===== src/rtl/amba_mem_arbiter.sv =====
// amba_mem_arbiter: two-master / one-slave arbiter for the shared memory slave.
// M0 is the instruction-fetch port (read only), M1 the load/store port (read
// and write). One transaction owns the slave at a time; a watchdog aborts a
// grant that the slave never completes and returns an error to the owner.
//
// Build option: ARB_ROUND_ROBIN_EN
//   defined   - under contention the master that was not the last owner wins
//   undefined - fixed priority, M1 always beats M0
//
// state | meaning
// ------+-------------------------------------------------------------
// IDLE  | no owner; sample requests and pick the next owner
// RD0   | M0 read owns the slave read channels
// RD1   | M1 read owns the slave read channels
// WR1   | M1 write owns the slave write channels
module amba_mem_arbiter #(
    parameter int ADDR_W  = 32,
    parameter int DATA_W  = 32,
    parameter int TIMEOUT = 16
) (
    input  logic              Aclk,
    input  logic              Areset,

    input  logic [ADDR_W-1:0] M0_ARAddr,
    input  logic              M0_ARValid,
    output logic              M0_ARReady,
    output logic [DATA_W-1:0] M0_RData,
    output logic              M0_RValid,
    input  logic              M0_RReady,

    input  logic [ADDR_W-1:0] M1_ARAddr,
    input  logic              M1_ARValid,
    output logic              M1_ARReady,
    output logic [DATA_W-1:0] M1_RData,
    output logic              M1_RValid,
    input  logic              M1_RReady,

    input  logic [ADDR_W-1:0] M1_AWAddr,
    input  logic              M1_AWValid,
    output logic              M1_AWReady,
    input  logic [DATA_W-1:0] M1_WData,
    input  logic              M1_WValid,
    output logic              M1_WReady,
    output logic              M1_BValid,
    output logic              M1_BResp,
    input  logic              M1_BReady,

    output logic [ADDR_W-1:0] S_ARAddr,
    output logic              S_ARValid,
    input  logic              S_ARReady,
    input  logic [DATA_W-1:0] S_RData,
    input  logic              S_RValid,
    output logic              S_RReady,

    output logic [ADDR_W-1:0] S_AWAddr,
    output logic              S_AWValid,
    input  logic              S_AWReady,
    output logic [DATA_W-1:0] S_WData,
    output logic              S_WValid,
    input  logic              S_WReady,
    input  logic              S_BValid,
    input  logic              S_BResp,
    output logic              S_BReady,

    output logic [1:0]        grant,
    output logic              timeout_err
);

`ifdef ARB_ROUND_ROBIN_EN
    localparam bit RR_EN = 1'b1;
`else
    localparam bit RR_EN = 1'b0;
`endif

    // Watchdog is 8 bits wide, enough for the largest supported TIMEOUT.
    localparam logic [7:0] WDOG_LIMIT = 8'(TIMEOUT - 1);

    typedef enum logic [1:0] {
        ST_IDLE = 2'd0,
        ST_RD0  = 2'd1,
        ST_RD1  = 2'd2,
        ST_WR1  = 2'd3
    } state_t;

    state_t     state_q, state_d;
    logic [1:0] grant_q, grant_d;
    logic [7:0] wdog_q;
    logic       last_owner_q;     // 0: M0 owned last, 1: M1 owned last
    logic       timeout_err_q;
    logic       err_rd0_q, err_rd1_q, err_wr1_q;
    logic       xfer_done;
    logic       wdog_expire;
    logic       m1_req;
    logic       m1_wins;

    assign m1_req  = M1_ARValid | M1_AWValid;
    // With round robin, M0 takes the contended grant only when M1 owned last.
    assign m1_wins = m1_req & ~(M0_ARValid & RR_EN & last_owner_q);

    assign grant       = grant_q;
    assign timeout_err = timeout_err_q;

    // State register.
    always_ff @(posedge Aclk or posedge Areset) begin
        if (Areset) begin
            state_q <= ST_IDLE;
        end else begin
            state_q <= state_d;
        end
    end

    // Next-state: arbitration in IDLE, completion or watchdog abort when granted.
    always_comb begin
        state_d     = state_q;
        xfer_done   = 1'b0;
        wdog_expire = 1'b0;
        grant_d     = 2'b00;
        case (state_q)
            ST_IDLE: begin
                if (m1_wins) begin
                    // A simultaneous M1 read and write: read first, the write
                    // stays requested and is picked up by the next grant.
                    state_d = M1_ARValid ? ST_RD1 : ST_WR1;
                end else if (M0_ARValid) begin
                    state_d = ST_RD0;
                end
            end
            ST_RD0:  xfer_done = S_RValid & M0_RReady;
            ST_RD1:  xfer_done = S_RValid & M1_RReady;
            ST_WR1:  xfer_done = S_BValid & M1_BReady;
            default: state_d = ST_IDLE;
        endcase
        if (state_q != ST_IDLE) begin
            if (xfer_done) begin
                state_d = ST_IDLE;
            end else if (wdog_q == WDOG_LIMIT) begin
                state_d     = ST_IDLE;
                wdog_expire = 1'b1;
            end
        end
        case (state_d)
            ST_RD0:         grant_d = 2'b01;
            ST_RD1, ST_WR1: grant_d = 2'b10;
            default:        grant_d = 2'b00;
        endcase
    end

    // Grant, watchdog, last owner and the one-cycle abort response flags.
    always_ff @(posedge Aclk or posedge Areset) begin
        if (Areset) begin
            grant_q       <= 2'b00;
            wdog_q        <= 8'd0;
            last_owner_q  <= 1'b0;
            timeout_err_q <= 1'b0;
            err_rd0_q     <= 1'b0;
            err_rd1_q     <= 1'b0;
            err_wr1_q     <= 1'b0;
        end else begin
            grant_q <= grant_d;
            if (state_q == ST_IDLE || state_d == ST_IDLE) begin
                wdog_q <= 8'd0;
            end else begin
                wdog_q <= wdog_q + 8'd1;
            end
            if (state_q != ST_IDLE && state_d == ST_IDLE) begin
                last_owner_q <= (state_q != ST_RD0);
            end
            timeout_err_q <= wdog_expire;
            err_rd0_q     <= wdog_expire & (state_q == ST_RD0);
            err_rd1_q     <= wdog_expire & (state_q == ST_RD1);
            err_wr1_q     <= wdog_expire & (state_q == ST_WR1);
        end
    end

    // Outputs: route only the owner's channels; everything else held at 0.
    always_comb begin
        M0_ARReady = 1'b0;
        M0_RData   = '0;
        M0_RValid  = 1'b0;
        M1_ARReady = 1'b0;
        M1_RData   = '0;
        M1_RValid  = 1'b0;
        M1_AWReady = 1'b0;
        M1_WReady  = 1'b0;
        M1_BValid  = 1'b0;
        M1_BResp   = 1'b0;
        S_ARAddr   = '0;
        S_ARValid  = 1'b0;
        S_RReady   = 1'b0;
        S_AWAddr   = '0;
        S_AWValid  = 1'b0;
        S_WData    = '0;
        S_WValid   = 1'b0;
        S_BReady   = 1'b0;
        case (state_q)
            ST_RD0: begin
                S_ARAddr   = M0_ARAddr;
                S_ARValid  = M0_ARValid;
                M0_ARReady = S_ARReady;
                M0_RData   = S_RData;
                M0_RValid  = S_RValid;
                S_RReady   = M0_RReady;
            end
            ST_RD1: begin
                S_ARAddr   = M1_ARAddr;
                S_ARValid  = M1_ARValid;
                M1_ARReady = S_ARReady;
                M1_RData   = S_RData;
                M1_RValid  = S_RValid;
                S_RReady   = M1_RReady;
            end
            ST_WR1: begin
                S_AWAddr   = M1_AWAddr;
                S_AWValid  = M1_AWValid;
                M1_AWReady = S_AWReady;
                S_WData    = M1_WData;
                S_WValid   = M1_WValid;
                M1_WReady  = S_WReady;
                M1_BValid  = S_BValid;
                M1_BResp   = S_BResp;
                S_BReady   = M1_BReady;
            end
            default: ;
        endcase
        // Abort responses land in the IDLE cycle after the watchdog fires,
        // so they never collide with routed traffic. They ignore Ready.
        if (err_rd0_q) begin
            M0_RValid = 1'b1;
            M0_RData  = {DATA_W{1'b1}};
        end
        if (err_rd1_q) begin
            M1_RValid = 1'b1;
            M1_RData  = {DATA_W{1'b1}};
        end
        if (err_wr1_q) begin
            M1_BValid = 1'b1;
            M1_BResp  = 1'b1;
        end
    end

endmodule


===== config.mk =====
export PLATFORM = sky130hd
export DESIGN_NAME = amba_mem_arbiter
export DESIGN_NICKNAME = d
export VERILOG_FILES = /design/src/rtl/amba_mem_arbiter.sv
export SDC_FILE = /design/constraint.sdc
export NUM_CORES = 1
export LEC_CHECK = 0
export BUFFER_PORTS_ARGS = -buffer_cell sky130_fd_sc_hd__buf_2
export CAP_MARGIN = 20
export CELL_PAD_IN_SITES_DETAIL_PLACEMENT = 0
export CELL_PAD_IN_SITES_GLOBAL_PLACEMENT = 1
export CORE_AREA = 2 2 135 137
export DETAILED_ROUTE_END_ITERATION = 16
export DIE_AREA = 0 0 137 139
export PLACE_DENSITY_LB_ADDON = 0.2
export SYNTH_ARGS = -nofsm -noshare
export SYNTH_HDL_FRONTEND = slang
export SYNTH_SLANG_ARGS = --single-unit

===== constraint.sdc =====
create_clock -name Aclk -period 2.3 [get_ports Aclk]
set_input_delay 0.345 -clock Aclk [delete_from_list [all_inputs] [get_ports Aclk]]
set_output_delay 0.345 -clock Aclk [all_outputs]
set_load 0.02 [all_outputs]

==> flow_metrics.env <==
export IMPL_grt_pass1_wl_mm=18.8
export IMPL_dp_hpwl_mm=10.8
export IMPL_drt_vias_per_instance=4.10
export IMPL_tns_ns=0
export IMPL_status="complete, no violations"
export IMPL_max_clock_freq_mhz=458
export IMPL_core_outline_area_mm2=0.0177
export IMPL_p_leak_nw=3.10
export IMPL_cts_path_max_buffers=2
export IMPL_setup_reg_to_reg_worst_slack_ns=0.22
export IMPL_dieHeight_um=139
export IMPL_worst_r2r_startpoint="state_q[0]"
export IMPL_fp_dieW_um=137
export IMPL_worst_skew_pair_late_latency_ns=0.24
export IMPL_grt_max_degree=73
export IMPL_critPathLaunch="state_q[0]"
export IMPL_wp_data_required_ns=1.96
export IMPL_ys_top_cells_by_area="a21o_1, and2_1, dfrtp_1"
export IMPL_synth_most_common_cell="and2_1"
export IMPL_timing_final_hold_violations=0
export IMPL_synthesis_yosys_warnings=0
export IMPL_num_vias=3538
export IMPL_h_tree_depth=1
export IMPL_initial_antenna_violation_count=2
export IMPL_final_util_pct=25.1
export IMPL_timing_setup_critical_path_class="flip-flop to primary output"
export IMPL_worstHoldPathType="input port to async pin"
export IMPL_syn2layout_area_growth_pct=91.0
export IMPL_worst_hold_slack_ns=0.173
export IMPL_groute_usage_overall_pct=12.4
export IMPL_layout_worst_path_cycle_share_pct=95.0
export IMPL_synthCells=307
export IMPL_synth_distinct_cells=27
export IMPL_synth_edf_count=0
export IMPL_instances_no_fill=862
export IMPL_placed_cells=858
export IMPL_setup_viol_count_final=0
export IMPL_critPathLaunchType="flip-flop"
export IMPL_ys_dominant_reg_cell="dfrtp_1"
export IMPL_final_net_count=816
export IMPL_cts_root_buffer_cell="clkbuf_16"
export IMPL_grt_pass1_vias=3526
export IMPL_cap_violations=0
export IMPL_slew_violations=0
export IMPL_grt_remaining_overflow=0
export IMPL_synth_top_cell_area_share_pct=22.0
export IMPL_max_vdd_ir_drop_mv=0.340
export IMPL_max_slew_worst_pin_slew_ns=0.605
export IMPL_cts_repair_timing_setup_buffer_count=0
export IMPL_synth_sequential_area_ratio_pct=17.2
export IMPL_detail_route_first_pass_iterations=4
export IMPL_synthDominantAreaCellType="a21o_1"
export IMPL_worst_path_max_fanout=35
export IMPL_detail_route_drc_violations=0
export IMPL_critical_path_endpoint="S_ARAddr[5]"
export IMPL_clock_skew_final_ns=0.00448
export IMPL_cts_inserted_buffers=3
export IMPL_cts_sinks=16
export IMPL_cts_hold_buf=0
export IMPL_synth_fp_nets=488
export IMPL_post_cts_resized=0
export IMPL_worst_path_arrival_time_ns=1.84
export IMPL_detailedPlace_worstSlack_ns=0.285
export IMPL_finalWorstSetupSlack_ns=0.116
export IMPL_critical_path_endpoint_type="primary output"
export IMPL_place_port_buffers=350
export IMPL_ff2ff_path_depth=6
export IMPL_clk_transition_reported_paths_ns=0.05
export IMPL_rr_endpoint="wdog_q[6]"
export IMPL_mean_post_synth_cell_area_um2=7.57
export IMPL_gpl_final_weighted_congestion=0.776
export IMPL_drtIter0Drc=80
export IMPL_worst_slew_margin_rel_pct=59.6
export IMPL_fp_dieArea_mm2=0.0190
export IMPL_power_density_mw_per_mm2=1080
export IMPL_floorplan_initialDensity_pct=13.2
export IMPL_ioPinCount=351
export IMPL_postRouteWirelength_mm=13.2
export IMPL_rows=49
export IMPL_rsz0062_at_grt="false"
export IMPL_synthesis_area_mm2=0.00232
export IMPL_drive_above_1_share_pct=58.1
export IMPL_synth_top_cells_by_count="and2_1, a21o_1, nor2b_1"
export IMPL_route_antenna_remaining_nets=0
export IMPL_ys_ff_latch=16
export IMPL_antenna_cells=0
export IMPL_post_route_min_period_ns=2.18
export IMPL_wire_per_inst_um=15.3
export IMPL_cts_tree="built"
export IMPL_synthArstFlopShare_pct=100
[worst max-delay path: stages (launching register included)]
cell and delay, ns:
dfrtp_1 0.45, inv_1 0.14, ha_2 0.30, buf_12 0.23, a22oi_1 0.15, nor2b_1 0.13
buf_2 0.17
[metal layers]
layer	global-route usage (%)	share of wire [%]	vias to the layer above
li1	-	-	1710
met1	13.3	36	1594
met2	25.0	54	221
met3	2.01	8.8	13
met4	1.74	1.0	0
met5	0	0	-
[placed cells by master (no fill, tap or decap)]
| cell type | n |
|---|---|
| clkbuf_16 | 4 |
| nand3_1 | 2 |
| inv_1 | 4 |
| and2_1 | 75 |
| dfrtp_1 | 16 |
| nor2b_1 | 36 |
| o211ai_2 | 1 |
| xnor2_1 | 3 |
| buf_12 | 4 |
| nor4_1 | 1 |
| buf_4 | 3 |
| a21o_1 | 68 |
| nand4_1 | 1 |
| a31o_2 | 1 |
| a311oi_4 | 1 |
| nor2_1 | 9 |
| buf_2 | 350 |
| ha_2 | 3 |
| a32o_1 | 2 |
| nor3b_1 | 1 |
| and3_1 | 3 |
| ha_1 | 3 |
| nand2_1 | 1 |
| and4b_1 | 1 |
| a22oi_1 | 34 |
| o21ai_0 | 1 |
| nor3_1 | 1 |
| xor2_1 | 3 |
| mux2_4 | 1 |
[worst min path at each step]
| stage | start | to | slack (ns) | depth (start not counted) |
|---|---|---|---|---|
| floorplan | Areset | err_rd0_q | 0.26 | 1 |
| global placement | Areset | wdog_q[4] | 0.44 | 2 |
| detailed placement | wdog_q[0] | wdog_q[0] | 0.45 | 1 |
| CTS | Areset | wdog_q[3] | 0.20 | 2 |
| global route | Areset | wdog_q[3] | 0.22 | 2 |
| finish | Areset | wdog_q[3] | 0.17 | 2 |
[where the power goes]
group / leakage [nW] / internal [mW] / switching [mW]
Combinational: 2.84 / 1.59 / 2.49
Clock: 0.0370 / 0.227 / 0.0959
Sequential: 0.215 / 0.333 / 0.0469
Total: 3.10 / 2.15 / 2.63
[cell type report]
| cell class | count | area (µm²) |
|---|---|---|
| timing repair buffer | 358 | 1880 |
| fill | 1996 | 13200 |
| inverter | 4 | 15.0 |
| sequential | 16 | 400 |
| multi-input combinational | 252 | 1780 |
| clock buffer | 3 | 75.1 |
| tap | 229 | 287 |
[registers in the layout (all words and copies together) (netlist names)]
| name | count |
|---|---|
| err_rd1_q | 1 |
| err_rd0_q | 1 |
| err_wr1_q | 1 |
| timeout_err | 1 |
| wdog_q | 8 |
| state_q | 2 |
| grant | 2 |
[through the flow]
| step | power (mW) | cell area [µm²] |
|---|---|---|
| floorplan | 3.02 | 2320 |
| global placement | 4.45 | 4340 |
| detailed placement | 4.42 | 4340 |
| CTS | 4.76 | 4420 |
| global route | 5.14 | 4440 |
| finish | 4.78 | 4440 |
[cells by family (layout without fill, tap and decap cells)]
logic type      count (synthesis)  in the layout  share of synthesized area, %
simple gates                  131            131                          34.2
compound gates                108            108                          36.1
buf+inv                        39            365                          6.35
flops                          16             16                          17.2
fa+ha+maj                       6              6                          3.23
xor+xnor                        6              6                          2.26
mux                             1              1                         0.646
Power figures use the tool's default switching activity.
